`src/rtl/nios_wallet_mem_reader_pkg.sv`:
```
// nios_wallet_mem_reader_pkg: RAM geometry and reader FSM encoding shared with the RAM wrapper
package nios_wallet_mem_reader_pkg;
  localparam int RAM_DEPTH  = 6500;
  localparam int RAM_ADDR_W = 13;
  localparam int RAM_DATA_W = 32;
  localparam int RAM_LEN_W  = 14;
  typedef logic [1:0] state_t;
  localparam state_t S_IDLE  = 2'd0;
  localparam state_t S_RUN   = 2'd1;
  localparam state_t S_DRAIN = 2'd2;
  localparam state_t S_FIN   = 2'd3;
endpackage

```
`src/rtl/nios_wallet_sync_fifo.sv`:
```
// nios_wallet_sync_fifo: small synchronous FIFO with occupancy count and synchronous flush
module nios_wallet_sync_fifo #(
  parameter int WIDTH = 33,
  parameter int DEPTH = 4,
  parameter int CW    = $clog2(DEPTH + 1)
) (
  input  logic             i_clk,
  input  logic             i_reset,
  input  logic             i_flush,
  input  logic             i_push,
  input  logic [WIDTH-1:0] i_data,
  input  logic             i_pop,
  output logic [WIDTH-1:0] o_data,
  output logic             o_valid,
  output logic [CW-1:0]    o_count
);
  localparam int PW = DEPTH > 1 ? $clog2(DEPTH) : 1;
  logic [WIDTH-1:0] r_mem [DEPTH];
  logic [PW-1:0] r_wr, r_rd;
  logic [CW-1:0] r_count;
  logic w_pop;
  function automatic logic [PW-1:0] inc(input logic [PW-1:0] p);
    return p == PW'(DEPTH - 1) ? '0 : p + 1'b1;
  endfunction
  assign w_pop   = i_pop && r_count != '0;
  assign o_valid = r_count != '0;
  assign o_count = r_count;
  // data is forced to zero while empty so the stream port idles at zero
  assign o_data  = o_valid ? r_mem[r_rd] : '0;
  always_ff @(posedge i_clk)
    if (i_push) r_mem[r_wr] <= i_data;
  always_ff @(posedge i_clk) begin
    if (i_reset || i_flush) begin
      r_wr    <= '0;
      r_rd    <= '0;
      r_count <= '0;
    end else begin
      if (i_push) r_wr <= inc(r_wr);
      if (w_pop) r_rd <= inc(r_rd);
      r_count <= r_count + CW'(i_push) - CW'(w_pop);
    end
  end
endmodule

```
`src/rtl/nios_wallet_mem_stream_reader.sv`:
```
// nios_wallet_mem_stream_reader: streams a word range out of the on-chip RAM as valid/ready data
module nios_wallet_mem_stream_reader
  import nios_wallet_mem_reader_pkg::*;
#(
  parameter int ADDR_W     = RAM_ADDR_W,
  parameter int DATA_W     = RAM_DATA_W,
  parameter int DEPTH      = RAM_DEPTH,
  parameter int LEN_W      = RAM_LEN_W,
  parameter int FIFO_DEPTH = 4
) (
  input  logic              i_clk,
  input  logic              i_reset,
  input  logic              i_start,
  input  logic              i_abort,
  input  logic [ADDR_W-1:0] i_base_addr,
  input  logic [LEN_W-1:0]  i_num_words,
  output logic              o_busy,
  output logic              o_done,
  output logic              o_err,
  output logic [ADDR_W-1:0] o_mem_address,
  output logic              o_mem_chipselect,
  output logic              o_mem_write,
  output logic [3:0]        o_mem_byteenable,
  output logic              o_mem_clken,
  input  logic [DATA_W-1:0] i_mem_readdata,
  output logic [DATA_W-1:0] o_out_data,
  output logic              o_out_valid,
  output logic              o_out_last,
  input  logic              i_out_ready
);
  localparam int CW = $clog2(FIFO_DEPTH + 1);
  state_t r_state;
  logic [ADDR_W-1:0] r_addr;
  logic [LEN_W-1:0] r_left;
  logic r_cs, r_cs_last, r_fly, r_fly_last, r_err;
  logic [CW-1:0] w_count;
  logic w_pop, w_flush, w_bad, w_credit;
  int w_occ;
  assign w_pop   = o_out_valid && i_out_ready;
  assign w_flush = i_abort && r_state != S_IDLE;
  assign w_bad   = (LEN_W+1)'(i_base_addr) + (LEN_W+1)'(i_num_words) > (LEN_W+1)'(DEPTH);
  // occupancy next cycle; the read issued this cycle is still in flight then
  assign w_occ    = int'(w_count) + int'(r_fly) - int'(w_pop);
  assign w_credit = w_occ + int'(r_cs) + 1 <= FIFO_DEPTH;
  assign o_busy           = r_state != S_IDLE;
  assign o_done           = r_state == S_FIN;
  assign o_err            = o_done && r_err;
  assign o_mem_address    = r_addr;
  assign o_mem_chipselect = r_cs;
  assign o_mem_write      = 1'b0;
  assign o_mem_byteenable = 4'hF;
  assign o_mem_clken      = 1'b1;
  always_ff @(posedge i_clk) begin
    if (i_reset || w_flush) begin
      r_state    <= S_IDLE;
      r_addr     <= '0;
      r_left     <= '0;
      r_cs       <= 1'b0;
      r_cs_last  <= 1'b0;
      r_fly      <= 1'b0;
      r_fly_last <= 1'b0;
      r_err      <= 1'b0;
    end else begin
      r_fly      <= r_cs;
      r_fly_last <= r_cs_last;
      case (r_state)
        S_IDLE:
          if (i_start && (i_num_words == '0 || w_bad)) begin
            r_state <= S_FIN;
            r_err   <= i_num_words != '0;
          end else if (i_start) begin
            r_state   <= S_RUN;
            r_cs      <= 1'b1;
            r_addr    <= i_base_addr;
            r_left    <= i_num_words - 1'b1;
            r_cs_last <= i_num_words == LEN_W'(1);
          end
        S_RUN:
          if (r_left == '0) begin
            r_state   <= S_DRAIN;
            r_cs      <= 1'b0;
            r_cs_last <= 1'b0;
          end else begin
            r_cs      <= w_credit;
            r_cs_last <= w_credit && r_left == LEN_W'(1);
            r_addr    <= w_credit ? r_addr + 1'b1 : r_addr;
            r_left    <= w_credit ? r_left - 1'b1 : r_left;
          end
        S_DRAIN:
          if (w_occ == 0) r_state <= S_FIN;
        default: begin
          r_state <= S_IDLE;
          r_err   <= 1'b0;
        end
      endcase
    end
  end
  nios_wallet_sync_fifo #(.WIDTH(DATA_W + 1), .DEPTH(FIFO_DEPTH), .CW(CW)) u_fifo (
    .i_clk   (i_clk),
    .i_reset (i_reset),
    .i_flush (w_flush),
    .i_push  (r_fly),
    .i_data  ({r_fly_last, i_mem_readdata}),
    .i_pop   (w_pop),
    .o_data  ({o_out_last, o_out_data}),
    .o_valid (o_out_valid),
    .o_count (w_count)
  );
endmodule

```
`config.mk`:
```
export PLATFORM = sky130hd
export DESIGN_NAME = nios_wallet_mem_stream_reader
export DESIGN_NICKNAME = d
export VERILOG_FILES = /design/src/rtl/nios_wallet_mem_reader_pkg.sv /design/src/rtl/nios_wallet_sync_fifo.sv /design/src/rtl/nios_wallet_mem_stream_reader.sv
export SDC_FILE = /design/constraint.sdc
export NUM_CORES = 1
export LEC_CHECK = 0
export ABC_AREA = 1
export CAP_MARGIN = 20
export CORE_ASPECT_RATIO = 1.1
export CORE_MARGIN = 1.5
export CORE_UTILIZATION = 57
export CTS_BUF_LIST = sky130_fd_sc_hd__clkbuf_4 sky130_fd_sc_hd__clkbuf_8
export DETAILED_ROUTE_END_ITERATION = 6
export MAX_ROUTING_LAYER = met4
export PLACE_DENSITY = 0.87
export SYNTH_ARGS = -nofsm -noshare
export SYNTH_HDL_FRONTEND = slang
export SYNTH_SLANG_ARGS = --single-unit
```
`constraint.sdc`:
```
create_clock -name i_clk -period 5.1 [get_ports i_clk]
set_clock_uncertainty 0.15 [all_clocks]
set_input_delay 0.51 -clock i_clk [delete_from_list [all_inputs] [get_ports i_clk]]
set_output_delay 0.51 -clock i_clk [all_outputs]
set_load 0.1 [all_outputs]
```
# ---- Yosys cells after proc, flatten, opt, wreduce, memory -nomap -nowiden
# Memory sizes are Yosys's and may differ from the RTL's. A register that Yosys moved wholly into a read port is not among the register bits.
# Index checks and enable logic that the tools add are counted.
# Widths: inputs -> output; s select.
dict set report totals {
  reg_bits 41
  ramBits 132
  output_inout_bits 57
  memories 1
}
# name depth word_bits rd rd_ports_with_merged_regs wr line_no
set mem_list {}
lappend mem_list {u_fifo.r_mem 4 33 1 1 1 nios_wallet_sync_fifo.sv:18} ;# logic [WIDTH-1:0] r_mem [DEPTH];
dict set report classes {
  n_addsub 12
  magnitude_cmp 2
  n_eq_ne 15
  mux 32
  n_bitwise 1
  reduce_logical 21
}
# operator count
set ops {}
lappend ops {{$mux 14} 4}
lappend ops {{$mux 13} 4}
lappend ops {{$mux 33} 1}
lappend ops {{$logic_not 32->1} 1}
lappend ops {{$eq 14x1->1 const B} 2}
lappend ops {{$logic_not 14->1} 2}
lappend ops {{$pmux 14 s2} 1}
lappend ops {{$sub 14x1->14 const B} 2}
lappend ops {{$pmux 13 s2} 1}
lappend ops {{$mux 2} 8}
lappend ops {{$add 13x14->15} 1}
lappend ops {{$gt 15x13->1 const B} 1}
lappend ops {{$ne 2x2->1 const B} 7}
lappend ops {{$reduce_bool 14->1} 1}
lappend ops {{$add 13x1->13 const B} 1}
lappend ops {{$mux 1} 9}
lappend ops {{$eq 2x2->1 const B} 4}
lappend ops {{$add 6x2->7 const B} 1}
lappend ops {{$le 7x4->1 const B} 1}
lappend ops {{$add 5x2->6} 1}
lappend ops {{$logic_and 1x1->1} 6}
lappend ops {{$pmux 1 s2} 3}
lappend ops {{$pmux 2 s3} 1}
lappend ops {{$reduce_and 3->1} 2}
lappend ops {{15 further kinds} 18}

# ---- Logic depth before layout (Yosys ltp)
# Gate-level depths: netlist (run 1).
dict set report logic_depth {
  ltp_word 9
  depth_mapped 21
  depth_no_buf 20
}

# ---- Modules after synthesis
# Synthesis (run 1) repeated with hierarchy kept, for this count alone.
dict set report hier_totals {
  cells_unflattened 1184
  hier_area_um2 9587.9
}
# mod n_inst cells_each area_each_um2 seq_area_each_um2
set by_module_without_submodules {}
lappend by_module_without_submodules {nios_wallet_sync_fifo 1 582 5983.2 4144.0}
lappend by_module_without_submodules {nios_wallet_mem_stream_reader 1 602 3604.7 680.7}

# ---- Worst setup path before layout (run 1)
# OpenSTA, ideal clock, no wires.
dict set report synth_path {
  path_type {register to register}
  start {register u_fifo.r_count[1] (netlist: u_fifo.o_count[1])}
  end {register r_addr[0] (netlist: o_mem_address[0])}
  setup_ns 0.117
  t_arrival_ns 3.862
  path_slack_ns 0.971
  stages_incl_launch_ff 21
  period_less_slack_ns 4.129
  path_cell_list {dfxtp_1 -> nor3_1 -> inv_1 -> nand2_1 -> inv_1 -> ha_1 -> inv_1 -> ha_1 -> inv_1 -> fa_1 -> inv_1 -> ha_1 -> xnor2_1 -> o21ai_1 -> o211ai_1 -> nor2_1 -> o21a_2 -> nand2_8 -> buf_12 -> o21ai_2 -> nor2_2}
}
dict set report synth_via {
  elab_chain_len 8
  word_cells_on_any_way 9
}
# item line_no
set synth_lines {}
lappend synth_lines {{start, declared} nios_wallet_sync_fifo.sv:20} ;# logic [CW-1:0] r_count;
lappend synth_lines {{start signal, assigned} nios_wallet_sync_fifo.sv:40} ;# r_count <= r_count + CW'(i_push) - CW'(w_pop);
lappend synth_lines {{$reduce_bool 3->1} nios_wallet_sync_fifo.sv:26} ;# assign o_valid = r_count != '0;
lappend synth_lines {{via o_out_valid} nios_wallet_mem_stream_reader.sv:27} ;# output logic o_out_valid,
lappend synth_lines {{$logic_and 1x1->1} nios_wallet_mem_stream_reader.sv:39} ;# assign w_pop = o_out_valid && i_out_ready;
lappend synth_lines {{$sub 4x1->5} nios_wallet_mem_stream_reader.sv:43} ;# assign w_occ = int'(w_count) + int'(r_fly) - int'(w_pop);
lappend synth_lines {{$add 5x2->6} nios_wallet_mem_stream_reader.sv:44} ;# assign w_credit = w_occ + int'(r_cs) + 1 <= FIFO_DEPTH;
lappend synth_lines {{$add 6x2->7} nios_wallet_mem_stream_reader.sv:44}
lappend synth_lines {{$le 7x4->1} nios_wallet_mem_stream_reader.sv:44}
lappend synth_lines {{$ne 2x2->1 (no source line)} -}
lappend synth_lines {{$reduce_and 5->1 (no source line)} -}
lappend synth_lines {{end signal, assigned} nios_wallet_mem_stream_reader.sv:74} ;# r_addr <= i_base_addr;
lappend synth_lines {{end signal, assigned} nios_wallet_mem_stream_reader.sv:86} ;# r_addr <= w_credit ? r_addr + 1'b1 : r_addr;
lappend synth_lines {{end, declared} nios_wallet_mem_stream_reader.sv:33} ;# logic [ADDR_W-1:0] r_addr;
# The timed path passes the listed nets, and every way through them passes these cells.
# A chain may end at the register's enable or synchronous reset.

# ---- Final worst setup path (run 1)
dict set report layout_path {
  start {register u_fifo.r_count[1] (netlist: u_fifo.o_count[1])}
  end {register r_addr[9] (netlist: o_mem_address[9])}
}
dict set report layout_via {
  elab_chain_len 8
  word_cells_on_any_way 9
}
# item line_no
set layout_lines {}
lappend layout_lines {{parallel branches: the longest is 2 deep, another holds $add 3x1->4} -}
lappend layout_lines {{$sub 4x1->5 *} nios_wallet_mem_stream_reader.sv:43}
lappend layout_lines {{$add 5x2->6 *} nios_wallet_mem_stream_reader.sv:44}
lappend layout_lines {{$add 6x2->7 *} nios_wallet_mem_stream_reader.sv:44}
lappend layout_lines {{$le 7x4->1 *} nios_wallet_mem_stream_reader.sv:44}
lappend layout_lines {{$ne 2x2->1 (no source line) *} -}
lappend layout_lines {{$reduce_and 5->1 (no source line) *} -}
# Mark *: on every way between the ends.

==> results_dict.tcl, run 1 <==
set metrics [dict create \
    detailroute.via_count 7217 \
    io_pins 121 \
    remaining_drc_errors 0 \
    worst-path-max-fanout 43 \
    tritoncts "built" \
    crit_type "flip-flop to flip-flop" \
    fp.dieW_um 124 \
    synth.cells.most_frequent "nor2_1, nand2_1, edfxtp_1" \
    final.min_clock_period_ns 3.87 \
    post_cts_resized 0 \
    hold_violations 0 \
    std_cell_rows 48 \
    place.detailed.hpwl_mm 13.1 \
    h-tree-depth 4 \
    maxSlewHeadroom_pct 34.1 \
    synth_simple_gate_area_share_pct 22.5 \
    leakage_nw 4.26 \
    final-setup-viol-count 0 \
    synth.distinct_cells 52 \
    numClockSinks 175 \
    synth_compound_area_share_pct 11.6 \
    holdBufCountCts 0 \
    vias_per_cell 5.43 \
    critical_path.endpoint_type "flip-flop" \
    synthAdderAreaFrac_pct 5.23 \
    synth_xor_xnor_area_share_pct 1.25 \
    synth-seq-area-share_pct 52.8 \
    synth_mux_area_share_pct 0.110 \
    detailedRoute.firstPassIterationCount 5 \
    grt_overflow_total 0 \
    antenna_violating_nets_remaining 0 \
    gpl.final_weighted_congestion 0.959 \
    postCtsSetupBuffers 0 \
    synth_area_per_cell_um2 9.03 \
    drive_gt1_share_pct 14.4 \
    grt_antenna_before_repair 0 \
    outcome "finished clean" \
    synth_top_family_by_area "simple AND/OR/NAND/NOR gates" \
    cpMaxStageDelayCell "fa_1" \
    post_synthesis_instance_total 1012 \
    cts-buffers-inserted 17 \
    grt_setup_unrepaired "false" \
    clockRootBuffer "clkbuf_8" \
    cts-root-to-sink-buffers 2 \
    grt_start_max_net_pins 68 \
    totalWireLength_mm 19.8 \
    path_cells "nor3_2 -> inv_1 -> nand2_1 -> inv_1 -> ha_1 -> inv_1 -> ha_1 -> inv_1 -> fa_1 -> inv_1 -> ha_1 -> xnor2_1 -> o21ai_1 -> o211ai_1 -> nor2_1 -> o21a_2 -> nand2_8 -> inv_2 -> nor2_1 -> nor2_2" \
    cellPowerDensity_mw_per_mm2 608 \
    max_freq_mhz 259 \
    synthToLayoutAreaGrowth_pct 17.3 \
    worst_path_largest_cell_delay_ns 0.50 \
    finish.net_count 1217 \
    startpoint_type "flip-flop" \
    m1WireLength_mm 8.23 \
    share_of_synthesized_registers_carrying_an_async_set_or_reset_pct 0 \
    initial_utilization_pct 58.3 \
    most_area_consuming_cells_after_synthesis "edfxtp_1, dfxtp_1, nor2_1" \
    worst-endpoint-arrival_ns 4.07 \
    ys.flop_type "edfxtp_1" \
    netlist.top_cell.by_area "edfxtp_1" \
    path_clk_slew_ns 0.11 \
    drt-wirelength-per-cell_um 14.9 \
    grt_first_pass_wirelength_mm 31.3 \
    routed.top_layer "met4" \
    synth-seq-cells 175 \
    die_h_um 136 \
    drt_iter0_drc 494 \
    cp_data_required_time_ns 5.30 \
    via_count_of_the_first_global_routing_pass 6885 \
    cap_viol_max_count 0 \
    synthDominantCellAreaShare_pct 43.4 \
    final_period_util_pct 75.8 \
    core_area_mm2 0.0157 \
    irDropWorstVdd_mv 0.547 \
    synth_edf_count 132 \
    ys_warn_count 0 \
    fin_util_pct 68.4 \
    total_die_area_mm2 0.0168 \
    critical-path-top-cell-by-count "inv_1" \
    num_antenna_cells 0 \
    most_frequent_cell_after_synthesis "nor2_1" \
    met2_wirelength_mm 9.99 \
    hold_crit_path_type "flip-flop to flip-flop" \
    total_power_mw 6.52 \
    tightestPinTransition_ns 0.985 \
    synth_area_mm2 0.00914 \
    port_buffers 114 \
    track_usage_pct 25.0 \
    final.setup.tns_ns 0 \
    slew_violations 0 \
    route.met3.wl_mm 1.18 \
    clock_insertion_delay_worst_skew_ns 0.46 \
]
[sequential cells by signal, summed over array words and instances, names as in the netlist, named ones only]
| signal | cells |
|---|---|
| r_fly_last | 1 |
| o_mem_chipselect | 1 |
| o_mem_address | 13 |
| r_left | 14 |
| r_state | 2 |
| u_fifo.r_mem | 132 |
| r_err | 1 |
| u_fifo.r_wr | 2 |
| r_cs_last | 1 |
| u_fifo.r_rd | 2 |
| r_fly | 1 |
| u_fifo.o_count | 3 |
[placed cells by master, fill, tap and decap left out, types with 3 or more instances in the layout]
cell type / synthesis / routed
a21oi_2: 5 / 6
inv_2: 3 / 3
inv_1: 83 / 82
nor3_1: 13 / 12
o21ai_2: 9 / 9
conb_1: 2 / 6
clkdlybuf4s50_1: 0 / 81
nor2_1: 195 / 195
ha_1: 35 / 35
o21a_1: 3 / 3
a31oi_1: 8 / 8
xor2_1: 9 / 9
nand2_1: 136 / 136
nor2_2: 40 / 40
xnor2_1: 4 / 4
nand4_1: 10 / 10
inv_8: 0 / 8
edfxtp_1: 132 / 132
clkbuf_8: 0 / 17
nand3_1: 38 / 38
a21oi_1: 54 / 53
o21ai_1: 4 / 4
buf_4: 6 / 45
nand2_2: 18 / 18
o21ai_0: 91 / 91
dfxtp_1: 43 / 42
[power by group]
part | switching, mW | internal, mW | total (mW)
clock network | 0.560 | 0.423 | 0.983
registers | 0.109 | 1.68 | 1.79
logic | 2.84 | 0.912 | 3.75
[worst paths after layout]
check / startpoint / to / slack [ns] / depth (start not counted)
hold / removal: r_cs_last / r_fly_last / 0.30 / 2
setup / recovery: u_fifo.o_count[1] / o_mem_address[9] / 1.23 / 20
hold reg to reg: r_cs_last / r_fly_last / 0.30 / 2
setup reg to reg: u_fifo.o_count[1] / o_mem_address[9] / 1.23 / 20
[critical path: cells and delay by family (launching register included)]
family                     cells  cell delay [ns]
adders and majority gates      4             1.16
and+or+nand+nor                6             0.91
buffers and inverters          6             0.52
AOI/OAI and AO/OA              3             0.47
DFF                            1             0.38
xor gates and xnor gates       1             0.15
[layer usage]
layer	vias up	GRT usage (%)
li1	3591	-
met1	3352	29.1
met2	245	43.2
met3	29	4.92
met4	0	7.98
met5	-	-
[layout make-up]
type                            instances  area (um^2)
Timing Repair Buffer                  126         1150
Inverter                               86          323
Clock inverter                         15          186
Multi-Input combinational cell        710         3750
Clock buffer                           17          234
Tap cell                              200          250
Sequential cell                       175         4830
Fill cell                            1212         4960
[metrics by stage]
stage	std cells	setup WS (ns)	hold slack [ns]	instance area, um^2
after global routing	1329	0.938	0.316	10700
final	1329	1.23	0.300	10700
after detailed placement	1297	0.965	0.282	10300
after floorplan	1016	0.971	0.266	9150
after CTS	1329	1.21	0.302	10700
after global placement	1297	1.11	0.278	10300
[logic make-up after synthesis]
logic type | count (synthesis)
AO/OA/AOI/OAI | 189
XOR/XNOR | 13
adder cells (fa/ha/maj) | 37
buffers and inverters | 131
flip-flops | 175
multiplexers | 1
other | 2
AND/OR/NAND/NOR | 464
(Power assumes the default switching activity.)
==> inputs of run 2 (changes only) <==
--- a/config.mk
+++ b/config.mk
@@ -9,11 +9,11 @@
 export CAP_MARGIN = 20
 export CORE_ASPECT_RATIO = 1.1
 export CORE_MARGIN = 1.5
-export CORE_UTILIZATION = 57
+export CORE_UTILIZATION = 52
 export CTS_BUF_LIST = sky130_fd_sc_hd__clkbuf_4 sky130_fd_sc_hd__clkbuf_8
 export DETAILED_ROUTE_END_ITERATION = 6
 export MAX_ROUTING_LAYER = met4
-export PLACE_DENSITY = 0.87
+export PLACE_DENSITY = 0.84
 export SYNTH_ARGS = -nofsm -noshare
 export SYNTH_HDL_FRONTEND = slang
 export SYNTH_SLANG_ARGS = --single-unit
==> constraint.sdc (replaced) <==
create_clock -name i_clk -period 3.53 [get_ports i_clk]
set_clock_uncertainty 0.15 [all_clocks]
set_input_delay 0.353 -clock i_clk [delete_from_list [all_inputs] [get_ports i_clk]]
set_output_delay 0.353 -clock i_clk [all_outputs]
set_load 0.1 [all_outputs]
==> results_dict.tcl, run 2 (synthesis results as in run 1) <==
set metrics [dict create \
    grt_antenna_before_repair 0 \
    outcome "finished clean" \
    core_area_mm2 0.0171 \
    worst_r2r_startpoint "u_fifo.o_count[1]" \
    total_die_area_mm2 0.0184 \
    cts-root-to-sink-buffers 2 \
    h-tree-depth 4 \
    max_flop_register "u_fifo.r_mem" \
    pre_cts_slack_ns -0.0516 \
    cp_data_required_time_ns 3.74 \
    slew_violations 0 \
    num_antenna_cells 0 \
    synthToLayoutAreaGrowth_pct 25.7 \
    critical_path.endpoint_type "flip-flop" \
    drive_gt1_share_pct 17.3 \
    largest_register_ff_count 132 \
    cts-buffers-inserted 17 \
    finish.net_count 1237 \
    met2_wirelength_mm 10.5 \
    path_clk_slew_ns 0.09 \
    most-common-layout-cells "nor2_1, nand2_1, edfxtp_1" \
    holdBufCountCts 0 \
    crit_type "flip-flop to flip-flop" \
    maxSlewHeadroom_pct 33.6 \
    irDropWorstVdd_mv 0.841 \
    io_pins 121 \
    reg2reg_to "o_mem_address[0]" \
    hold_end "r_fly_last" \
    total_power_mw 10.7 \
    place.detailed.hpwl_mm 13.9 \
    m1WireLength_mm 8.56 \
    timing.hold.worst.start "r_cs_last" \
    detailedRoute.firstPassIterationCount 5 \
    remaining_drc_errors 0 \
    hold_ws_ns 0.296 \
    die_h_um 142 \
    clock_insertion_delay_worst_skew_ns 0.47 \
    fp.dieW_um 129 \
    finalWorstSetupSlack_ns 0.117 \
    whs_path_depth 2 \
    regToRegSetupSlack_ns 0.12 \
    worst-path-max-fanout 7 \
    gpl.final_weighted_congestion 0.924 \
    max_freq_mhz 293 \
    final-setup-viol-count 0 \
    cellPowerDensity_mw_per_mm2 932 \
    route.met3.wl_mm 1.20 \
    mostFrequentLayoutCell "nor2_1" \
    drt_iter0_drc 478 \
    final.min_clock_period_ns 3.41 \
    worst-endpoint-arrival_ns 3.63 \
    std_cell_rows 50 \
    totalWireLength_mm 20.7 \
    cap_viol_max_count 0 \
    vias_per_cell 5.32 \
    routed.top_layer "met4" \
    tightestPinTransition_ns 0.993 \
    final.setup.tns_ns 0 \
    final_period_util_pct 96.7 \
    via_count_of_the_first_global_routing_pass 6920 \
    hold_crit_path_type "flip-flop to flip-flop" \
    antenna_violating_nets_remaining 0 \
    grt_overflow_total 0 \
    tritoncts "built" \
    leakage_nw 4.52 \
    hold_violations 0 \
    clockRootBuffer "clkbuf_8" \
    r2r.worst_path.cells 21 \
    track_usage_pct 23.5 \
    detailroute.via_count 7362 \
    port_buffers 114 \
    filler_cell_count 1260 \
    numClockSinks 175 \
    initial_utilization_pct 53.5 \
    startpoint_type "flip-flop" \
    grt_first_pass_wirelength_mm 32.6 \
    grt_start_max_net_pins 67 \
    drt-wirelength-per-cell_um 15.0 \
]
## run 2: cell count changes in the layout (fill, tap and decap cells not counted), sizes merged
cell           previous run  this run
buf                      45        67
clkdlybuf4s50            81        78
bufinv                    1         3
clkbuf                   17        19
inv                      94        92
clkinv                    5         4
## run 2: how the worst max path moves through the flow
| stage | cells after the start | endpoint | slack (ns) | startpoint |
|---|---|---|---|---|
| 4_1_cts | 21 | r_left[12] | 0.07 | u_fifo.o_count[0] |
| 2_1_floorplan | 20 | o_mem_address[0] | 0.02 | u_fifo.o_count[0] |
| 3_3_place_gp | 20 | r_left[7] | 0.02 | i_out_ready |
| 3_5_place_dp | 20 | r_left[4] | -0.05 | i_out_ready |
| 6_report | 21 | o_mem_address[0] | 0.12 | u_fifo.o_count[1] |
| 5_1_grt | 22 | o_mem_address[8] | -0.02 | u_fifo.o_count[1] |
## run 2: report_power, final
| part | total, mW | switching [mW] | internal [mW] | leakage, nW |
|---|---|---|---|---|
| Combinational | 6.67 | 4.40 | 2.27 | 2.77 |
| Clock | 1.45 | 0.729 | 0.720 | 0.209 |
| Sequential | 2.59 | 0.161 | 2.43 | 1.55 |
| Total | 10.7 | 5.29 | 5.42 | 4.52 |
## run 2: area by class of cell
| class | count | area [um^2] | share of cell area, % |
|---|---|---|---|
| flip-flops and latches | 175 | 4830 | 42.0 |
| multi-input cells | 710 | 3810 | 33.2 |
| clock inverters | 14 | 178 | 1.55 |
| clock buffers | 18 | 241 | 2.10 |
| well taps | 234 | 293 | 2.55 |
| inverters | 86 | 330 | 2.88 |
| repair buffers | 146 | 1800 | 15.7 |
## run 2: per-stage QoR
stage	instance area, um^2	util [%]	cells
floorplan	9160	-	1016
global placement	10900	63.8	1344
detailed placement	10900	63.8	1344
CTS	11300	66.3	1376
global route	11500	67.2	1383
finish	11500	67.2	1383
## run 2: timing repair
action                     CTS  global route
resized for setup            0            26
setup buffers                0             6
setup endpoints to repair    0            28
## run 2: metal layers
metal | global-route usage [%] | vias up
met5 | - | -
met4 | 7.63 | 0
met3 | 4.40 | 38
met2 | 39.3 | 262
met1 | 28.6 | 3429
li1 | - | 3633
## run 2: critical path: stages, from the launching register on
cell and delay (ns):
dfxtp_2 0.34, nor3_4 0.22, inv_4 0.06, nand2_4 0.07, inv_4 0.04, ha_4 0.20, inv_2 0.06, ha_4 0.13
inv_2 0.04, fa_1 0.50, inv_2 0.11, buf_6 0.10, nand4_1 0.12, o21ai_1 0.15, o211ai_1 0.10, nor2_1 0.15
o21a_2 0.22, nand2_8 0.11, buf_12 0.14, buf_12 0.12, o21ai_2 0.13, nor2_2 0.04
